--- config.mk ---
export PLATFORM = sky130hd
export DESIGN_NAME = mux_step_ctrl
export DESIGN_NICKNAME = d
export VERILOG_FILES = /design/src/rtl/mux_step_ctrl_pkg.sv /design/src/rtl/mux_wb_regs.sv /design/src/rtl/mux_step_ctrl.sv
export SDC_FILE = /design/constraint.sdc
export NUM_CORES = 1
export LEC_CHECK = 0
export BUFFER_PORTS_ARGS = -buffer_cell sky130_fd_sc_hd__buf_2
export CAP_MARGIN = 5
export CORE_ASPECT_RATIO = 1.2
export CORE_MARGIN = 3
export CORE_UTILIZATION = 50
export DETAILED_ROUTE_END_ITERATION = 10
export GPL_ROUTABILITY_DRIVEN = 0
export PLACE_DENSITY_LB_ADDON = 0.15
export SYNTH_ARGS = -nofsm -noshare
export SYNTH_HDL_FRONTEND = slang
export SYNTH_HIERARCHICAL = 1
export SYNTH_SLANG_ARGS = --single-unit
--- constraint.sdc ---
create_clock -name wb_clk_i -period 6.15 [get_ports wb_clk_i]
set_clock_uncertainty 0.1 [all_clocks]
set_input_delay 0.615 -clock wb_clk_i [delete_from_list [all_inputs] [get_ports wb_clk_i]]
set_output_delay 0.615 -clock wb_clk_i [all_outputs]
set_load 0.01 [all_outputs]
--- src/rtl/mux_step_ctrl_pkg.sv ---
// Shared types and defaults for the design-mux step controller.
// Imported by the register block and the sequencing FSM.
package mux_step_ctrl_pkg;

    localparam int RST_LEN_DEF = 8;
    localparam int NDESIGN     = 13;

    typedef enum logic [2:0] {
        ST_IDLE,
        ST_RST_ASSERT,
        ST_SWITCH,
        ST_RST_HOLD,
        ST_STEP_HI,
        ST_STEP_LO
    } state_t;

    typedef enum logic [1:0] {
        REG_CTRL   = 2'd0,
        REG_RSTLEN = 2'd1,
        REG_STEP   = 2'd2,
        REG_STATUS = 2'd3
    } reg_off_t;

    // A zero hold length still holds reset for one cycle.
    function automatic logic [7:0] hold_len(input logic [7:0] len);
        return (len == 8'd0) ? 8'd1 : len;
    endfunction

endpackage

--- src/rtl/mux_wb_regs.sv ---
// Wishbone slave for the step controller: decode, single-cycle ack,
// register file, sticky error flag and command pulses to the FSM.
module mux_wb_regs
    import mux_step_ctrl_pkg::*;
#(
    parameter int RST_LEN_INIT = 8,
    parameter int NUM_DESIGN   = 13
) (
    input  logic        wb_clk_i,
    input  logic        wb_rst_n,
    input  logic        wbs_cyc_i,
    input  logic        wbs_stb_i,
    input  logic        wbs_we_i,
    input  logic [31:0] wbs_adr_i,
    input  logic [31:0] wbs_dat_i,
    output logic [31:0] wbs_dat_o,
    output logic        wbs_ack_o,
    input  logic        busy,
    input  logic [2:0]  state_code,
    input  logic [15:0] count,
    input  logic [3:0]  design_addr,
    output logic        start_switch,
    output logic        start_step,
    output logic        abort_req,
    output logic [3:0]  target,
    output logic [15:0] step_n,
    output logic [7:0]  rst_len,
    output logic        err
);

    localparam logic [4:0] NDES5 = 5'(NUM_DESIGN);

    logic        xfer;
    logic        wr;
    logic [1:0]  sel;
    logic        ctrl_wr;
    logic        step_wr;
    logic        go;
    logic        tgt_bad;
    logic        err_set;
    logic        err_clr;
    logic [31:0] rdata;
    logic        unused;

    // Ack drops for a cycle between back-to-back strobes.
    assign xfer = wbs_cyc_i & wbs_stb_i & ~wbs_ack_o;
    assign wr   = xfer & wbs_we_i;
    assign sel  = wbs_adr_i[3:2];

    assign ctrl_wr = wr && (reg_off_t'(sel) == REG_CTRL);
    assign step_wr = wr && (reg_off_t'(sel) == REG_STEP);
    assign go      = ctrl_wr & wbs_dat_i[4];
    assign tgt_bad = {1'b0, wbs_dat_i[3:0]} >= NDES5;

    assign target       = wbs_dat_i[3:0];
    assign step_n       = wbs_dat_i[15:0];
    assign start_switch = go & ~busy & ~tgt_bad;
    assign start_step   = step_wr & ~busy & (step_n != 16'd0);
    assign abort_req    = ctrl_wr & wbs_dat_i[5];

    assign err_set = (go & (busy | tgt_bad)) | (step_wr & busy);
    assign err_clr = ctrl_wr & wbs_dat_i[6];

    assign unused = ^{wbs_adr_i[31:4], wbs_adr_i[1:0], wbs_dat_i[31:16]};

    always_comb begin
        rdata = '0;
        unique case (reg_off_t'(sel))
            REG_CTRL:   rdata = {25'b0, err, 2'b0, design_addr};
            REG_RSTLEN: rdata = {24'b0, rst_len};
            REG_STEP:   rdata = {16'b0, count};
            REG_STATUS: rdata = {20'b0, err, busy, state_code,
                                 (count != 16'd0), 2'b00, design_addr};
        endcase
    end

    always_ff @(posedge wb_clk_i) begin
        if (!wb_rst_n) begin
            wbs_ack_o <= 1'b0;
            wbs_dat_o <= '0;
            rst_len   <= 8'(RST_LEN_INIT);
            err       <= 1'b0;
        end else begin
            wbs_ack_o <= xfer;
            if (xfer && !wbs_we_i)
                wbs_dat_o <= rdata;
            if (wr && (reg_off_t'(sel) == REG_RSTLEN))
                rst_len <= wbs_dat_i[7:0];
            err <= (err & ~err_clr) | err_set;
        end
    end

endmodule

--- src/rtl/mux_step_ctrl.sv ---
// Design-mux controller: reset/switch sequencing and single-step
// clock generation, driven from the Wishbone register block.
module mux_step_ctrl #(
    parameter int RST_LEN_DEF = mux_step_ctrl_pkg::RST_LEN_DEF,
    parameter int NDESIGN     = mux_step_ctrl_pkg::NDESIGN
) (
    input  logic        wb_clk_i,
    input  logic        wb_rst_n,
    input  logic        wbs_cyc_i,
    input  logic        wbs_stb_i,
    input  logic        wbs_we_i,
    input  logic [31:0] wbs_adr_i,
    input  logic [31:0] wbs_dat_i,
    output logic [31:0] wbs_dat_o,
    output logic        wbs_ack_o,
    output logic [3:0]  design_addr_o,
    output logic        design_rst_o,
    output logic        step_clk_o,
    output logic        busy_o
);

    import mux_step_ctrl_pkg::*;

    state_t      state;
    logic [3:0]  tgt;
    logic [15:0] count;
    logic [7:0]  hold;
    logic        abort_q;

    logic        start_switch;
    logic        start_step;
    logic        abort_req;
    logic [3:0]  target;
    logic [15:0] step_n;
    logic [7:0]  rst_len;
    logic        err;
    logic [2:0]  state_code;

    assign busy_o     = (state != ST_IDLE);
    assign state_code = state;

    mux_wb_regs #(
        .RST_LEN_INIT (RST_LEN_DEF),
        .NUM_DESIGN   (NDESIGN)
    ) u_regs (
        .wb_clk_i     (wb_clk_i),
        .wb_rst_n     (wb_rst_n),
        .wbs_cyc_i    (wbs_cyc_i),
        .wbs_stb_i    (wbs_stb_i),
        .wbs_we_i     (wbs_we_i),
        .wbs_adr_i    (wbs_adr_i),
        .wbs_dat_i    (wbs_dat_i),
        .wbs_dat_o    (wbs_dat_o),
        .wbs_ack_o    (wbs_ack_o),
        .busy         (busy_o),
        .state_code   (state_code),
        .count        (count),
        .design_addr  (design_addr_o),
        .start_switch (start_switch),
        .start_step   (start_step),
        .abort_req    (abort_req),
        .target       (target),
        .step_n       (step_n),
        .rst_len      (rst_len),
        .err          (err)
    );

    always_ff @(posedge wb_clk_i) begin
        if (!wb_rst_n) begin
            state         <= ST_IDLE;
            design_addr_o <= '0;
            design_rst_o  <= 1'b1;
            step_clk_o    <= 1'b0;
            count         <= '0;
            hold          <= '0;
            tgt           <= '0;
            abort_q       <= 1'b0;
        end else begin
            unique case (state)
                ST_IDLE: begin
                    abort_q <= 1'b0;
                    if (start_switch) begin
                        tgt          <= target;
                        design_rst_o <= 1'b1;
                        state        <= ST_RST_ASSERT;
                    end else if (start_step) begin
                        count      <= step_n;
                        step_clk_o <= 1'b1;
                        state      <= ST_STEP_HI;
                    end
                end
                ST_RST_ASSERT: state <= ST_SWITCH;
                ST_SWITCH: begin
                    design_addr_o <= tgt;
                    hold          <= hold_len(rst_len);
                    state         <= ST_RST_HOLD;
                end
                ST_RST_HOLD: begin
                    if (hold <= 8'd1) begin
                        design_rst_o <= 1'b0;
                        state        <= ST_IDLE;
                    end else begin
                        hold <= hold - 8'd1;
                    end
                end
                // An abort seen while high is held until the low phase ends.
                ST_STEP_HI: begin
                    step_clk_o <= 1'b0;
                    state      <= ST_STEP_LO;
                    if (abort_req)
                        abort_q <= 1'b1;
                end
                ST_STEP_LO: begin
                    if (abort_req || abort_q) begin
                        count <= '0;
                        state <= ST_IDLE;
                    end else if (count <= 16'd1) begin
                        count <= '0;
                        state <= ST_IDLE;
                    end else begin
                        count      <= count - 16'd1;
                        step_clk_o <= 1'b1;
                        state      <= ST_STEP_HI;
                    end
                end
                default: state <= ST_IDLE;
            endcase
        end
    end

endmodule
==> metrics.txt, run 1 <==
CTS tree=built; Crit path required time=6300 ps; Worst Path Arrival=3370 ps; post_cts resized=0; post-synthesis sequential area ratio=0.330; net switching power=242 uW; Num CTS Buffers=9; status=complete, no violations; leak pwr=0.00166 uW; fmax=0.310 GHz; DR WL/cell=17.9 um; GRT overflow=0; Port Buffers=46; FF+latch count, synth=64; Reg power frac=0.482; commonest non-fill, non-tap cell in the layout=dfxtp_1; Pint=655 uW; PwrDens=221 nW/um^2; Syn Std Cell Area=3890 sq um; worst hold stages=2; Finished Layout Cells=570; critical path type=flip-flop to flip-flop; insertion delay to the later sink of the worst-skew pair=350 ps; placed cell areas=3870 sq um; RSZ-0062 raised after global routing=no; crit path time final=3220 ps; number of synthesized flops with an enable pin=0; count of final setup violators=0; Synth area leaders=dfxtp_1 33%, buf_4 7.1%, o21ai_0 4.5%; DR iter-0 viols=310; ys flop type=dfxtp_1; Post-route DRC=0; vias=3556; final worst-path cycle share=0.524; die height=103 um; most frequent cells in the layout=64 x dfxtp_1, 46 x buf_2, 35 x o21ai_0; DP Worst Slack=2730 ps; # IOs=109; Peak VDD IR=0.158 mV; diode count=0; setup tns final=0 ps; setup slack after layout=2930 ps; CTS Sinks=64; chip width=86.5 um; hold-fix buffers at CTS=0; YS warnings=6; Worst slew margin=0.402; number of max-cap violations=0; Final Hold Vio Count=0; DP HPWL=7140 um; Core ar.=7400 sq um; multi-input combinational cell area=2210 sq um; Via density=6.24; Reg area=1280 sq um; Routed Antenna Nets=0; crit path max fanout=17; switching power share of the total=0.269; initial antenna violation count=0; pin count of the biggest net entering global routing=57; asr flop ratio synth=0; Area Overhead vs Synth=4.47%; Synth cell types=69; CP Launch Type=flip-flop; Post-Syn Instances=466; clock slew at reported path FFs=70 ps; share of layout cells above drive strength 1=0.192; cell total after placement=555; Hold Crit Class=flip-flop to flip-flop; top cell type's share of synthesized area=0.330; post-synth top area cell=dfxtp_1; post-CTS setup buffer count=0; Avg Inst Size Synth=8.34 sq um; CP Capture Type=flip-flop; Filler cells=740; CTS Buffer Depth=2; Max Slew Vio Count=0; Finished Cell Area=4060 sq um; routed wire length=10200 um; root buffer cell=clkbuf_8; combinational fraction of design power=0.121; First-pass DRT Iterations=6; vias in the first global route=3306; # H-tree levels=3; first-pass GRT wire length=16800 um; worst slew pin tran=890 ps; Nets=549; Reg2Reg Depth=8; full die area=8870 sq um; Starting Density=0.525; GRT Overall Usage=0.238; Clk pwr share=0.397; # rows=34
final cells by class:
type / count / share of cell area
repair buffers: 47 / 0.0585
clock inverters: 4 / 0.0111
clock buffers: 11 / 0.0348
inverters: 10 / 0.00924
multi-input cells: 344 / 0.543
flip-flops and latches: 64 / 0.315
well taps: 90 / 0.0277
stage by stage:
stage	utilization	hold WS, ps	power (uW)
3_3_place_gp	0.523	348	546
3_5_place_dp	0.523	357	547
4_1_cts	0.549	368	902
2_1_floorplan	-	345	532
6_report	0.549	369	897
5_1_grt	0.549	388	934
path summary, 6_finish.rpt:
kind	startpoint	to	slack [ps]
max	state[0]$_SDFFE_PN0P_	count[14]$_SDFFE_PN0P_	2930
min	u_regs/wbs_dat_o[13]$_SDFFE_PN0P_	u_regs/wbs_dat_o[13]$_SDFFE_PN0P_	370
max reg2reg	state[0]$_SDFFE_PN0P_	count[14]$_SDFFE_PN0P_	2930
min reg2reg	u_regs/wbs_dat_o[13]$_SDFFE_PN0P_	u_regs/wbs_dat_o[13]$_SDFFE_PN0P_	370
power by group through the flow:
stage                     registers (uW)  logic [uW]  clock network [uW]
after floorplan                      438        94.4                   0
after global placement               441         104                   0
after detailed placement             441         105                   0
after CTS                            432         106                 364
after global routing                 434         119                 382
final                                432         108                 356
worst max-delay path, stage by stage (launching register included):
cell	delay [ps]
dfxtp_1	660
nor3_1	150
inv_1	200
a31oi_1	100
and3_1	260
or4b_1	520
a21oi_1	730
a21oi_1	150
a211oi_1	260
logic make-up after synthesis:
family / count (synthesis) / synth area share
AND/OR/NAND/NOR: 157 / 0.222
AO/OA/AOI/OAI: 138 / 0.239
buffers and inverters: 73 / 0.117
flip-flops: 64 / 0.330
multiplexers: 28 / 0.0756
adder cells (fa/ha/maj): 4 / 0.0129
other: 1 / 0.000965
XOR/XNOR: 1 / 0.00225
state kept, by name, summed over array words and instances, names as in the netlist:
register and cells:
count 16, u_regs/wbs_dat_o 16, hold 8, u_regs/rst_len 8, design_addr_o 4, tgt 4, state 3, abort_q 1
design_rst_o 1, step_clk_o 1, u_regs/err 1, u_regs/wbs_ack_o 1
layer usage:
layer	global-route usage	vias up	part of all wire
met2	0.378	151	0.46
li1	-	1697	-
met5	0	-	0
met3	0.0488	19	0.068
met4	0.0851	0	0.020
met1	0.322	1689	0.45
Yosys cell counts, types with 3 or more instances:
library cell and n:
ha_1 4, a31o_2 3, o211a_1 4, a21oi_1 27
a2bb2oi_1 4, buf_4 37, o221a_2 5, mux2i_1 17
clkbuf_1 12, dfxtp_1 64, a31oi_1 7, o21ai_0 35
and3_1 5, nor2_1 32, a21boi_0 15, nand2_1 29
nand2b_1 3, o22ai_1 3, nand3b_1 4, nor4_1 11
nor3_1 15, and4b_1 3, nand4_1 4, o21a_1 8
o21ai_1 4, or4_1 4, mux2_2 11, inv_1 9
nand3_1 24, buf_2 10, and2_1 4
Note: power is estimated with default switching activity, not from simulation.
==> inputs of run 2 (changes only) <==
CORE_UTILIZATION = 48   (was 50)
clock period = 2.9 ns   (was 6.15 ns; I/O delays follow)
==> run 2 against run 1 <==
Net effect: final cell count rose by 3.0%; non-clock buffer count grew 14; die area rose by 3.9%; first-iteration DRC count down 23%; combinational power up 130%; sequential cell count unchanged; critical path depth stayed put; via count is 2.3% higher; critical endpoint unchanged; largest power group unchanged; highest routed layer unchanged.
==> metrics.txt, run 2 (synthesis gave the netlist of run 1 again) <==
status=complete, no violations (unchanged); Max Slew Vio Count=0 (unchanged); Via density=6.20 (was 6.24); GRT Overall Usage=0.236 (was 0.238); leak pwr=0.00172 uW (was 0.00166 uW); vias=3637 (was 3556); crit path time final=2640 ps (was 3220 ps); Filler cells=766 (was 740); insertion delay to the later sink of the worst-skew pair=350 ps (about the same); Crit path required time=3020 ps (was 6300 ps); hold-fix buffers at CTS=0 (unchanged); diode count=0 (unchanged); CP Launch Type=flip-flop (unchanged); post-CTS setup buffer count=0 (unchanged); # H-tree levels=3 (unchanged); pin count of the biggest net entering global routing=56 (was 57); Worst Path Arrival=2760 ps (was 3370 ps); CTS Sinks=64 (unchanged); commonest non-fill, non-tap cell in the layout=dfxtp_1 (unchanged); Core ar.=7790 sq um (was 7400 sq um); vias in the first global route=3364 (was 3306); Hold Crit Class=input port to flip-flop (was flip-flop to flip-flop); # IOs=109 (unchanged); placed cell areas=3980 sq um (was 3870 sq um); crit path max fanout=5 (was 17); share of layout cells above drive strength 1=0.220 (was 0.192); full die area=9220 sq um (was 8870 sq um); clock slew at reported path FFs=70 ps (about the same); Post-route DRC=0 (unchanged); Finished Layout Cells=587 (was 570); chip width=88.2 um (was 86.5 um); CP Capture Type=flip-flop (unchanged); cell total after placement=571 (was 555); initial antenna violation count=0 (unchanged); CTS tree=built (unchanged); PwrDens=462 nW/um^2 (was 221 nW/um^2); Port Buffers=46 (unchanged); DR WL/cell=18.0 um (was 17.9 um); root buffer cell=clkbuf_8 (unchanged); Final Util=0.537 (was 0.549); Nets=563 (was 549); first-pass GRT wire length=17200 um (was 16800 um); Final Hold Vio Count=0 (unchanged); First-pass DRT Iterations=5 (was 6); RSZ-0062 raised after global routing=no (unchanged); Num CTS Buffers=9 (unchanged); critical path type=flip-flop to flip-flop (unchanged); worst slew pin tran=810 ps (was 890 ps); count of final setup violators=0 (unchanged); DP HPWL=7430 um (was 7140 um); DR iter-0 viols=239 (was 310); fmax=0.379 GHz (was 0.310 GHz); Final Power=1930 uW (was 897 uW); leading registers by flop count=count x16, u_regs/wbs_dat_o x16 (unchanged); # rows=35 (was 34); CTS Buffer Depth=2 (unchanged); die height=105 um (was 103 um); post_cts resized=0 (unchanged); setup tns final=0 ps (unchanged); final worst-path cycle share=0.910 (was 0.524); Worst slew margin=0.456 (was 0.402); most frequent cells in the layout=64 x dfxtp_1, 46 x buf_2, 35 x o21ai_0 (unchanged); GRT overflow=0 (unchanged); routed wire length=10600 um (was 10200 um); Peak VDD IR=0.318 mV (was 0.158 mV); Area Overhead vs Synth=7.63% (was 4.47%); Finished Cell Area=4180 sq um (was 4060 sq um); Routed Antenna Nets=0 (unchanged); number of max-cap violations=0 (unchanged); Starting Density=0.499 (was 0.525)
## run 2: cell count changes in the layout (fill, tap and decap cells not counted)
| cell | delta |
|---|---|
| buf_4 | +14 |
| clkbuf_1 | -1 |
| clkbuf_8 | -1 |
| clkinv_2 | -1 |
| clkinvlp_4 | +3 |
| inv_6 | +1 |
| nor4b_1 | -1 |
| nor4b_2 | +1 |
## run 2: power by group
part           switching (uW)  internal, uW
Combinational             153          93.0
Sequential               17.3           893
Clock                     382           396
Total                     553          1380
## run 2: final timing paths
check / startpoint / to / slack, ps / depth (start not counted)
max: state[2]$_SDFFE_PN0P_ / count[14]$_SDFFE_PN0P_ / 260 / 8
min: wbs_dat_i[5] / u_regs/rst_len[5]$_SDFFE_PN0P_ / 160 / 3
max reg2reg: state[2]$_SDFFE_PN0P_ / count[14]$_SDFFE_PN0P_ / 260 / 8
min reg2reg: u_regs/wbs_dat_o[15]$_SDFFE_PN0P_ / u_regs/wbs_dat_o[15]$_SDFFE_PN0P_ / 370 / 2
## run 2: worst max-delay path, stage by stage, from the launching register on
cell and delay (ps):
dfxtp_1 320, nor3_1 340, inv_1 180, and4b_1 300, or4b_1 530, o31ai_1 370, o41ai_1 140, a21oi_1 160
a211oi_1 70
## run 2: cell type report
type	instances	area, sq um	share of cell area
repair buffers	61	343	0.0819
flip-flops and latches	64	1280	0.306
multi-input cells	344	2210	0.529
well taps	92	115	0.0275
inverters	10	37.5	0.00897
clock buffers	9	124	0.0296
clock inverters	7	71.3	0.0170
## run 2: metrics by stage
step / hold WS (ps) / setup slack [ps]
after floorplan: 338 / 379
after global placement: 347 / 278
final: 163 / 260
after detailed placement: 359 / 313
after global routing: 162 / 59.4
after CTS: 150 / 278
## run 2: metal layers
layer | GRT usage | vias to the layer above | wire length, um
li1 | - | 1723 | -
met1 | 0.336 | 1753 | 4760
met2 | 0.353 | 138 | 4900
met3 | 0.0355 | 23 | 601
met4 | 0.0950 | 0 | 298
met5 | 0 | - | 0
